--- src/rtl/sdram_refresh_sched.sv ---
// SDRAM init + periodic auto-refresh scheduler sharing the command bus with the access engine.
// Latency: all outputs registered; a command issues the cycle after its wait expires, grant the cycle after a request in IDLE.
// Backpressure: acc_req is held off during init/refresh; refresh ticks during an access accumulate as saturating debt.
module sdram_refresh_sched #(
  parameter int          T_INIT         = 20000,
  parameter int          T_RP           = 3,
  parameter int          T_RFC          = 7,
  parameter int          T_MRD          = 2,
  parameter int          INIT_REFRESHES = 8,
  parameter int          REF_INTERVAL   = 780,
  parameter int          MAX_DEBT       = 8,
  parameter logic [12:0] MODE_REG       = 13'h030
) (
  input  logic        clk,
  input  logic        reset,
  input  logic        acc_req,
  output logic        acc_gnt,
  output logic        sch_own,
  output logic [3:0]  sch_cmd,
  output logic [12:0] sch_addr,
  output logic [1:0]  sch_ba,
  output logic        sch_cke,
  output logic        init_done,
  output logic [3:0]  ref_pending,
  output logic        ref_overflow
);

  localparam logic [3:0] CMD_NOP = 4'b0111;
  localparam logic [3:0] CMD_PRE = 4'b0010;
  localparam logic [3:0] CMD_REF = 4'b0001;
  localparam logic [3:0] CMD_MRS = 4'b0000;

  localparam int WAIT_A   = (T_INIT > T_RP) ? T_INIT : T_RP;
  localparam int WAIT_B   = (T_RFC > T_MRD) ? T_RFC : T_MRD;
  localparam int WAIT_MAX = (WAIT_A > WAIT_B) ? WAIT_A : WAIT_B;
  localparam int CNT_W    = $clog2(WAIT_MAX + 1);
  localparam int RC_W     = $clog2(INIT_REFRESHES + 1);
  localparam int TMR_W    = $clog2(REF_INTERVAL + 1);

  typedef enum logic [2:0] {
    INIT_WAIT, INIT_PRE, INIT_REF, INIT_MRS, IDLE, ACCESS, REF_PRE, REF_AR
  } state_t;

  state_t             state_q, state_d;
  logic [CNT_W-1:0]   cnt_q, cnt_d;
  logic [RC_W-1:0]    rc_q, rc_d;
  logic [TMR_W-1:0]   tmr_q, tmr_d;
  logic [3:0]         cmd_q, cmd_d;
  logic [12:0]        addr_q, addr_d;
  logic [1:0]         ba_q, ba_d;
  logic               gnt_q, gnt_d;
  logic               own_q, own_d;
  logic               cke_q, cke_d;
  logic               done_q, done_d;
  logic [3:0]         pend_q, pend_d;
  logic               ovf_q, ovf_d;
  logic               tick;
  logic               ar_issue;
  logic               cnt_zero;

  // Next-state, next-output, refresh timer and debt bookkeeping.
  always_comb begin
    state_d  = state_q;
    cnt_d    = cnt_q;
    rc_d     = rc_q;
    tmr_d    = tmr_q;
    cmd_d    = CMD_NOP;
    addr_d   = '0;
    ba_d     = '0;
    gnt_d    = 1'b0;
    own_d    = 1'b1;
    cke_d    = 1'b1;
    done_d   = done_q;
    pend_d   = pend_q;
    ovf_d    = ovf_q;
    tick     = 1'b0;
    ar_issue = 1'b0;
    cnt_zero = (cnt_q == '0);

    // Wait counter runs down in every state; a load below overrides it.
    if (!cnt_zero) cnt_d = cnt_q - 1'b1;

    // Free-running refresh timer, only alive once init has completed.
    if (done_q) begin
      if (tmr_q == TMR_W'(REF_INTERVAL - 1)) begin
        tmr_d = '0;
        tick  = 1'b1;
      end else begin
        tmr_d = tmr_q + 1'b1;
      end
    end

    case (state_q)
      INIT_WAIT: if (cnt_zero) begin
        cmd_d   = CMD_PRE;
        addr_d  = 13'h0400;
        cnt_d   = CNT_W'(T_RP - 1);
        state_d = INIT_PRE;
      end
      INIT_PRE: if (cnt_zero) begin
        cmd_d   = CMD_REF;
        cnt_d   = CNT_W'(T_RFC - 1);
        rc_d    = RC_W'(1);
        state_d = INIT_REF;
      end
      INIT_REF: if (cnt_zero) begin
        if (rc_q == RC_W'(INIT_REFRESHES)) begin
          cmd_d   = CMD_MRS;
          addr_d  = MODE_REG;
          cnt_d   = CNT_W'(T_MRD - 1);
          state_d = INIT_MRS;
        end else begin
          cmd_d = CMD_REF;
          cnt_d = CNT_W'(T_RFC - 1);
          rc_d  = rc_q + 1'b1;
        end
      end
      INIT_MRS: if (cnt_zero) begin
        done_d  = 1'b1;
        state_d = IDLE;
      end
      IDLE: begin
        // Owed refreshes always win over a pending access.
        if (pend_q != '0) begin
          cmd_d   = CMD_PRE;
          addr_d  = 13'h0400;
          cnt_d   = CNT_W'(T_RP - 1);
          state_d = REF_PRE;
        end else if (acc_req) begin
          gnt_d   = 1'b1;
          own_d   = 1'b0;
          state_d = ACCESS;
        end
      end
      ACCESS: begin
        if (acc_req) begin
          gnt_d = 1'b1;
          own_d = 1'b0;
        end else begin
          state_d = IDLE;
        end
      end
      REF_PRE: if (cnt_zero) begin
        cmd_d    = CMD_REF;
        ar_issue = 1'b1;
        cnt_d    = CNT_W'(T_RFC - 1);
        state_d  = REF_AR;
      end
      REF_AR: if (cnt_zero) state_d = IDLE;
      default: state_d = INIT_WAIT;
    endcase

    // Debt: tick adds, refresh issue removes, both together cancel out.
    if (tick && (pend_q == 4'(MAX_DEBT))) ovf_d = 1'b1;
    if (tick && !ar_issue && (pend_q != 4'(MAX_DEBT))) pend_d = pend_q + 1'b1;
    else if (ar_issue && !tick) pend_d = pend_q - 1'b1;
  end

  // State and output registers with synchronous reset.
  always_ff @(posedge clk) begin
    if (reset) begin
      state_q <= INIT_WAIT;
      cnt_q   <= CNT_W'(T_INIT - 1);
      rc_q    <= '0;
      tmr_q   <= '0;
      cmd_q   <= CMD_NOP;
      addr_q  <= '0;
      ba_q    <= '0;
      gnt_q   <= 1'b0;
      own_q   <= 1'b1;
      cke_q   <= 1'b1;
      done_q  <= 1'b0;
      pend_q  <= '0;
      ovf_q   <= 1'b0;
    end else begin
      state_q <= state_d;
      cnt_q   <= cnt_d;
      rc_q    <= rc_d;
      tmr_q   <= tmr_d;
      cmd_q   <= cmd_d;
      addr_q  <= addr_d;
      ba_q    <= ba_d;
      gnt_q   <= gnt_d;
      own_q   <= own_d;
      cke_q   <= cke_d;
      done_q  <= done_d;
      pend_q  <= pend_d;
      ovf_q   <= ovf_d;
    end
  end

  assign acc_gnt      = gnt_q;
  assign sch_own      = own_q;
  assign sch_cmd      = cmd_q;
  assign sch_addr     = addr_q;
  assign sch_ba       = ba_q;
  assign sch_cke      = cke_q;
  assign init_done    = done_q;
  assign ref_pending  = pend_q;
  assign ref_overflow = ovf_q;

endmodule

--- config.mk ---
export PLATFORM = sky130hd
export DESIGN_NAME = sdram_refresh_sched
export DESIGN_NICKNAME = d
export VERILOG_FILES = /design/src/rtl/sdram_refresh_sched.sv
export SDC_FILE = /design/constraint.sdc
export NUM_CORES = 1
export LEC_CHECK = 0
export BUFFER_PORTS_ARGS = -buffer_cell sky130_fd_sc_hd__buf_2
export CORE_ASPECT_RATIO = 0.8
export CORE_MARGIN = 2
export CORE_UTILIZATION = 45
export CTS_CLUSTER_SIZE = 20
export DETAILED_ROUTE_END_ITERATION = 6
export GPL_TIMING_DRIVEN = 0
export HOLD_SLACK_MARGIN = 0.03
export PLACE_DENSITY = 0.75
export SLEW_MARGIN = 15
export SYNTH_ARGS = -nofsm -noshare
export SYNTH_HDL_FRONTEND = slang
export SYNTH_SLANG_ARGS = --single-unit
export TNS_END_PERCENT = 100
--- constraint.sdc ---
create_clock -name clk -period 2.8 [get_ports clk]
set_input_delay 0.56 -clock clk [delete_from_list [all_inputs] [get_ports clk]]
set_output_delay 0.56 -clock clk [all_outputs]
set_load 0.05 [all_outputs]
==> results of run 1 <==
-- through the flow --
step	instances	TNS [ns]	area, µm²	utilization
finish	398	0	2880	0.535
global route	398	-0.0312	2880	0.535
CTS	393	0	2800	0.520
detailed placement	386	-0.293	2700	0.502
global placement	386	-0.256	2700	0.502
floorplan	306	0	2540	-
-- final timing paths --
check          startpoint  depth (start not counted)              to  slack, ns
min reg2reg  ref_overflow                          2    ref_overflow       0.48
min          ref_overflow                          2    ref_overflow       0.48
max reg2reg      tmr_q[2]                         10  ref_pending[3]       0.08
max              tmr_q[2]                         10  ref_pending[3]       0.08
-- flip-flops by register name, summed over array words and instances, names as in the netlist --
name,flops
ref_pending,4
sch_addr,2
init_done,1
rc_q,4
sch_cmd,3
state_q,3
cnt_q,15
acc_gnt,1
ref_overflow,1
tmr_q,10
sch_own,1
-- final cells by class --
type,instances,area [µm²],share of cell area
inverter,12,45.0,0.0157
clock buffer,6,72.6,0.0252
timing repair buffer,21,120,0.0417
sequential,45,906,0.315
tap,65,81.3,0.0283
buffer,26,155,0.0539
clock inverter,1,5.00,0.00174
multi-input combinational,222,1490,0.519
-- cell families after synthesis --
group | Yosys count | synth area share
other cells | 2 | 0.00303
compound gates | 61 | 0.156
flops | 45 | 0.363
buf+inv | 39 | 0.0817
fa+ha+maj | 9 | 0.0484
simple gates | 118 | 0.276
xor+xnor | 16 | 0.0565
mux | 4 | 0.0161
-- cells in the mapped netlist, types with 2 or more instances --
cell / instances / area (µm²)
a211o_1: 3 / 26.3
a211oi_1: 3 / 22.5
a21o_1: 8 / 60.1
a21oi_1: 13 / 65.1
a31oi_1: 2 / 12.5
and3_1: 3 / 18.8
and4_1: 3 / 26.3
buf_4: 15 / 113
clkbuf_1: 12 / 45.0
conb_1: 2 / 7.51
dfxtp_1: 45 / 901
ha_1: 8 / 100
inv_1: 12 / 45.0
mux2i_1: 4 / 40.0
nand2_1: 14 / 52.6
nand2b_1: 3 / 18.8
nand3_1: 12 / 60.1
nand4_1: 3 / 18.8
nor2_1: 31 / 116
nor2b_1: 4 / 25.0
nor3_1: 8 / 40.0
nor4_1: 7 / 43.8
nor4_4: 2 / 42.5
nor4b_1: 3 / 26.3
o2111ai_1: 2 / 17.5
o21a_1: 3 / 22.5
o21ai_0: 15 / 75.1
o21ai_1: 3 / 15.0
o22ai_1: 2 / 12.5
o31ai_1: 2 / 15.0
or2_1: 2 / 12.5
or3_1: 6 / 37.5
or4_1: 5 / 37.5
or4_4: 3 / 33.8
xnor2_1: 7 / 61.3
xor2_1: 9 / 78.8
-- per-layer routing --
layer  vias to the layer above  part of all wire
met4                         0             0.014
li1                       1097                 -
met3                         5             0.064
met5                         -                 0
met2                        68              0.44
met1                       996              0.48
-- worst max-delay path, cell delays in order (launching register included) --
cell and delay (ns):
dfxtp_2 0.35, or3_1 0.40, or3_4 0.44, a211oi_4 0.21, inv_2 0.10, ha_1 0.27, a21o_1 0.21, a21oi_4 0.18
and4_4 0.25, o21a_1 0.14, nor3_2 0.05
-- repair_timing --
item,CTS,global route
pin swaps,1,6
buffers inserted,1,5
setup endpoints to repair,1,1
resized for setup,4,9
cloned,0,0
-- cells in the final DEF, fill, tap and decap left out, types with 4 or more instances in the layout --
master,synthesis,layout
o21ai_0,15,15
nand2_1,14,14
ha_1,8,8
xnor2_1,7,7
nor4_1,7,7
nor2_1,31,31
inv_1,12,11
dfxtp_1,45,43
nand3_1,12,12
or3_1,6,5
a21o_1,8,8
clkbuf_8,0,5
xor2_1,9,9
or4_1,5,5
nor2b_1,4,4
conb_1,2,14
clkbuf_1,12,11
mux2i_1,4,4
buf_2,0,15
buf_4,15,21
nor3_1,8,6
a21oi_1,13,12
-- power groups by stage --
stage | clock network, mW | logic (mW) | registers [mW]
2_1_floorplan | 0 | 0.0772 | 0.660
3_3_place_gp | 0 | 0.0856 | 0.662
3_5_place_dp | 0 | 0.0853 | 0.662
4_1_cts | 0.384 | 0.0859 | 0.647
5_1_grt | 0.404 | 0.0930 | 0.648
6_report | 0.375 | 0.0872 | 0.647
==> run_results.csv, run 1 <==
group,metric,value,unit
timing,finClkSkew,0.0102,ns
routing,viasPerCell,5.44,
status,status,"finished, final reports clean",
flow_run,drv_cap,0,
setup_path,arrival,2.89,ns
synth,ys_async_sr_fraction,0,
grt,grt_max_degree,14,
die,die_h,70.4,µm
timing,period_minus_slack,2.72,ns
power,vdd_drop_max,0.000188,V
synth,synth_cell_types,51,
setup_path,required,2.97,ns
timing,finalSetupViolations,0,
power,switchingPower,0.274,mW
clocking,clk_path_buf_depth,2,
timing,finalMaxSlewViolations,0,
die,die_area,0.00613,mm²
clocking,clk_pin_slew,0.08,ns
clocking,cts_tree,"done",
die,io_pins,31,
finish,drive_gt1_frac,0.195,
routing,final_antenna_net_count,0,
setup_path,cp-start-kind,"flop",
grt,grt_pass1_vias,1888,
power,finalPower,1.11,mW
routing,firstDrtPassIters,4,
routing,wl_per_cell,13.1,µm
clocking,numClockSinks,45,
routing,drtIter0Drc,131,
grt,use_met2,0.264,
grt,grt_use_total,0.179,
setup_path,critPathCaptureType,"flop",
clocking,cts.htree.levels,2,
routing,drc,0,
die,num_rows,24,
grt,use_met1,0.263,
power,p_comb_frac,0.079,
finish,nets,345,
clocking,cts_made_buffers,5,
finish,antenna_cells,0,
power,pwr-share-seq,0.583,
synth,syn_inst,294,
synth,synth_edf_count,0,
timing,worst_pin_slew,0.673,ns
setup_path,path_class,"reg -> reg",
die,coreArea,0.00538,mm²
clocking,clock_latency,0.30,ns
timing,hold_violations,0,
clocking,postCtsHoldBufs,0,
place,hpwl,3.68,mm
grt,grt_pass1_wl,8.76,mm
synth,ys_warn_count,0,
timing,finalCritPeriodShare,0.971,
timing,holdWs,0.476,ns
power,power_density,385,mW/mm²
timing,setup_ws,0.0809,ns
power,power_switching_share,0.247,
synth,yosysSeqAreaShare,0.363,
clocking,cts.root.buffer_cell,"clkbuf_8",
place,place_ws,-0.293,ns
hold_path,worstHoldPathType,"reg -> reg",
grt,top_usage_layer,"met2",
place,place.gp.congestion,0.855,
timing,maxSlewHeadroom,0.550,
die,initial_core_util,0.462,
finish,synthToLayoutAreaGrowth,15.9,%
power,p_leak,1.12,nW
synth,synth_seq_cells,45,
routing,wirelength,5.21,mm
synth,ys.flop_type,"dfxtp_1",
place,io_buffers,15,
grt,antenna_found_initial,0,
die,die_w,87.0,µm
routing,vias,2166,
timing,fmax,368,MHz
finish,n_fill_cell,488,
grt,grtUsageMet3,0.0319,
setup_path,critical_path.max_fanout,6,
synth,synth_area,0.00248,mm²
power,internal_power,0.835,mW
grt,grt_remaining_overflow,0,
synth,syn_avg_cell_area,8.44,µm²
power,clockPowerShare,0.338,
Note: power is estimated with default switching activity, not from simulation.
==> inputs of run 2 (changes only) <==
PLACE_DENSITY = 0.78   (was 0.75)
REMOVE_ABC_BUFFERS = 1   (was not set)
==> run_results.csv, run 2 (synthesis results as in run 1) <==
group,metric,value,unit
finish,reg_top3,"cnt_q x15, tmr_q x10",
timing,hold_violations,0,
setup_path,cp-start-kind,"flop",
clocking,clk_pin_slew,0.09,ns
finish,antenna_cells,0,
timing,finClkSkew,0.00905,ns
power,clockPowerShare,0.418,
clocking,clock_latency,0.30,ns
timing,period_minus_slack,2.71,ns
timing,finalCritPeriodShare,0.967,
die,coreArea,0.00538,mm²
routing,firstDrtPassIters,5,
clocking,cts_made_buffers,5,
finish,nets,320,
place,place.gp.congestion,0.844,
die,die_w,87.0,µm
status,status,"finished, final reports clean",
power,power_switching_share,0.234,
setup_path,required,2.98,ns
timing,finalSetupViolations,0,
finish,most-common-layout-cells,"dfxtp_1 (44), nor2_1 (30), buf_2 (16)",
hold_path,holdPathEnd,"ref_overflow",
timing,fin_tns_setup,0,ns
setup_path,rrSetupSlack,0.09,ns
timing,fmax,369,MHz
routing,wl_per_cell,14.5,µm
routing,drc,0,
setup_path,critical_path.max_fanout,6,
grt,grt_pass1_vias,1957,
die,num_rows,24,
die,die_h,70.4,µm
routing,drtIter0Drc,176,
grt,grtUsageMet3,0.0437,
power,internal_power,0.944,mW
finish,synthToLayoutAreaGrowth,11.3,%
routing,vias,2154,
setup_path,r2r-end,"ref_pending[3]",
grt,antenna_found_initial,0,
die,io_pins,31,
flow_run,drv_cap,0,
timing,maxSlewHeadroom,0.569,
die,die_area,0.00613,mm²
grt,grt_pass1_wl,8.88,mm
finish,drive_gt1_frac,0.162,
clocking,cts_tree,"done",
power,p_leak,1.03,nW
timing,holdWs,0.504,ns
routing,viasPerCell,5.76,
power,pwr-share-seq,0.526,
clocking,postCtsHoldBufs,0,
power,p_comb_frac,0.056,
hold_path,worstHoldPathType,"reg -> reg",
grt,grt_use_total,0.179,
power,vdd_drop_max,0.000171,V
place,dpl_cell_area,0.00253,mm²
power,power_density,446,mW/mm²
clocking,numClockSinks,45,
clocking,cts.htree.levels,2,
grt,grt_remaining_overflow,0,
timing,worst_pin_slew,0.645,ns
place,hpwl,3.57,mm
hold_path,worstHoldStart,"ref_overflow",
grt,grt_max_degree,27,
power,switchingPower,0.289,mW
finish,largest_register_ffs,15,
clocking,cts.root.buffer_cell,"clkbuf_8",
finish,regMostFlops,"cnt_q",
grt,top_usage_layer,"met2",
setup_path,reg2regPathDepth,10,
power,finalPower,1.23,mW
hold_path,min_path_cells,2,
setup_path,critPathCaptureType,"flop",
routing,final_antenna_net_count,0,
routing,wirelength,5.44,mm
finish,finalInstanceArea,0.00276,mm²
place,dp.cells,360,
place,io_buffers,16,
finish,final_cells,374,
setup_path,arrival,2.88,ns
setup_path,r2r_start,"tmr_q[2]",
timing,finalMaxSlewViolations,0,
finish,final_common_cell,"dfxtp_1",
setup_path,path_class,"reg -> reg",
clocking,clk_path_buf_depth,2,
grt,use_met2,0.274,
die,initial_core_util,0.462,
grt,use_met1,0.247,
## run 2: changes by cell type in the layout (fill, tap and decap cells not counted), moves of 2 or more
| cell | previous run | this run |
|---|---|---|
| buf_4 | 21 | 6 |
| nor3_1 | 6 | 8 |
| clkbuf_1 | 11 | 1 |
| nor3_2 | 2 | 0 |
## run 2: critical path, cell delays in order (launching register included)
cell and delay, ns:
dfxtp_2 0.36, or3_4 0.39, or3_4 0.43, a211oi_4 0.22
inv_2 0.11, ha_1 0.30, a21o_1 0.21, a21oi_4 0.17
and4_1 0.25, o21a_1 0.12, nor3_1 0.04
## run 2: worst max path at each step
stage / start / end / slack, ns / cells past startpoint
2_1_floorplan: init_done / ref_pending[3] / -0.42 / 10
3_3_place_gp: cnt_q[0] / ref_pending[3] / -0.48 / 12
3_5_place_dp: cnt_q[0] / ref_pending[3] / -0.60 / 12
4_1_cts: cnt_q[0] / ref_pending[3] / 0.04 / 12
5_1_grt: tmr_q[2] / ref_pending[3] / -0.03 / 10
6_report: tmr_q[2] / ref_pending[3] / 0.09 / 10
## run 2: power by group through the flow
stage	Sequential, mW	Combinational [mW]	Clock, mW
finish	0.648	0.0696	0.515
global route	0.649	0.0749	0.548
CTS	0.648	0.0691	0.517
detailed placement	0.663	0.0687	0
global placement	0.663	0.0687	0
floorplan	0.661	0.0570	0
## run 2: repair_timing
action | 4_1_cts | 5_1_grt
endpoints found under the setup margin | 3 | 1
endpoints found under the hold margin | 0 | 0
pin swaps | 1 | 4
resized for setup | 7 | 9
buffers inserted | 1 | 5
## run 2: layout make-up
class | count | area (µm²)
Clock buffer | 7 | 86.3
Multi-Input combinational cell | 222 | 1490
Clock inverter | 1 | 30.0
Tap cell | 65 | 81.3
Timing Repair Buffer | 22 | 125
Fill cell | 484 | 2610
Inverter | 12 | 45.0
Sequential cell | 45 | 902
## run 2: metal layers
| layer | vias to the layer above | wire length, µm |
|---|---|---|
| met2 | 73 | 2550 |
| met3 | 10 | 263 |
| met5 | - | 0 |
| li1 | 1048 | - |
| met1 | 1023 | 2540 |
| met4 | 0 | 80 |
## run 2: through the flow
stage | setup slack [ns] | util
floorplan | -0.424 | -
global placement | -0.481 | 0.471
detailed placement | -0.596 | 0.471
CTS | 0.0372 | 0.499
global route | -0.0320 | 0.514
finish | 0.0935 | 0.514
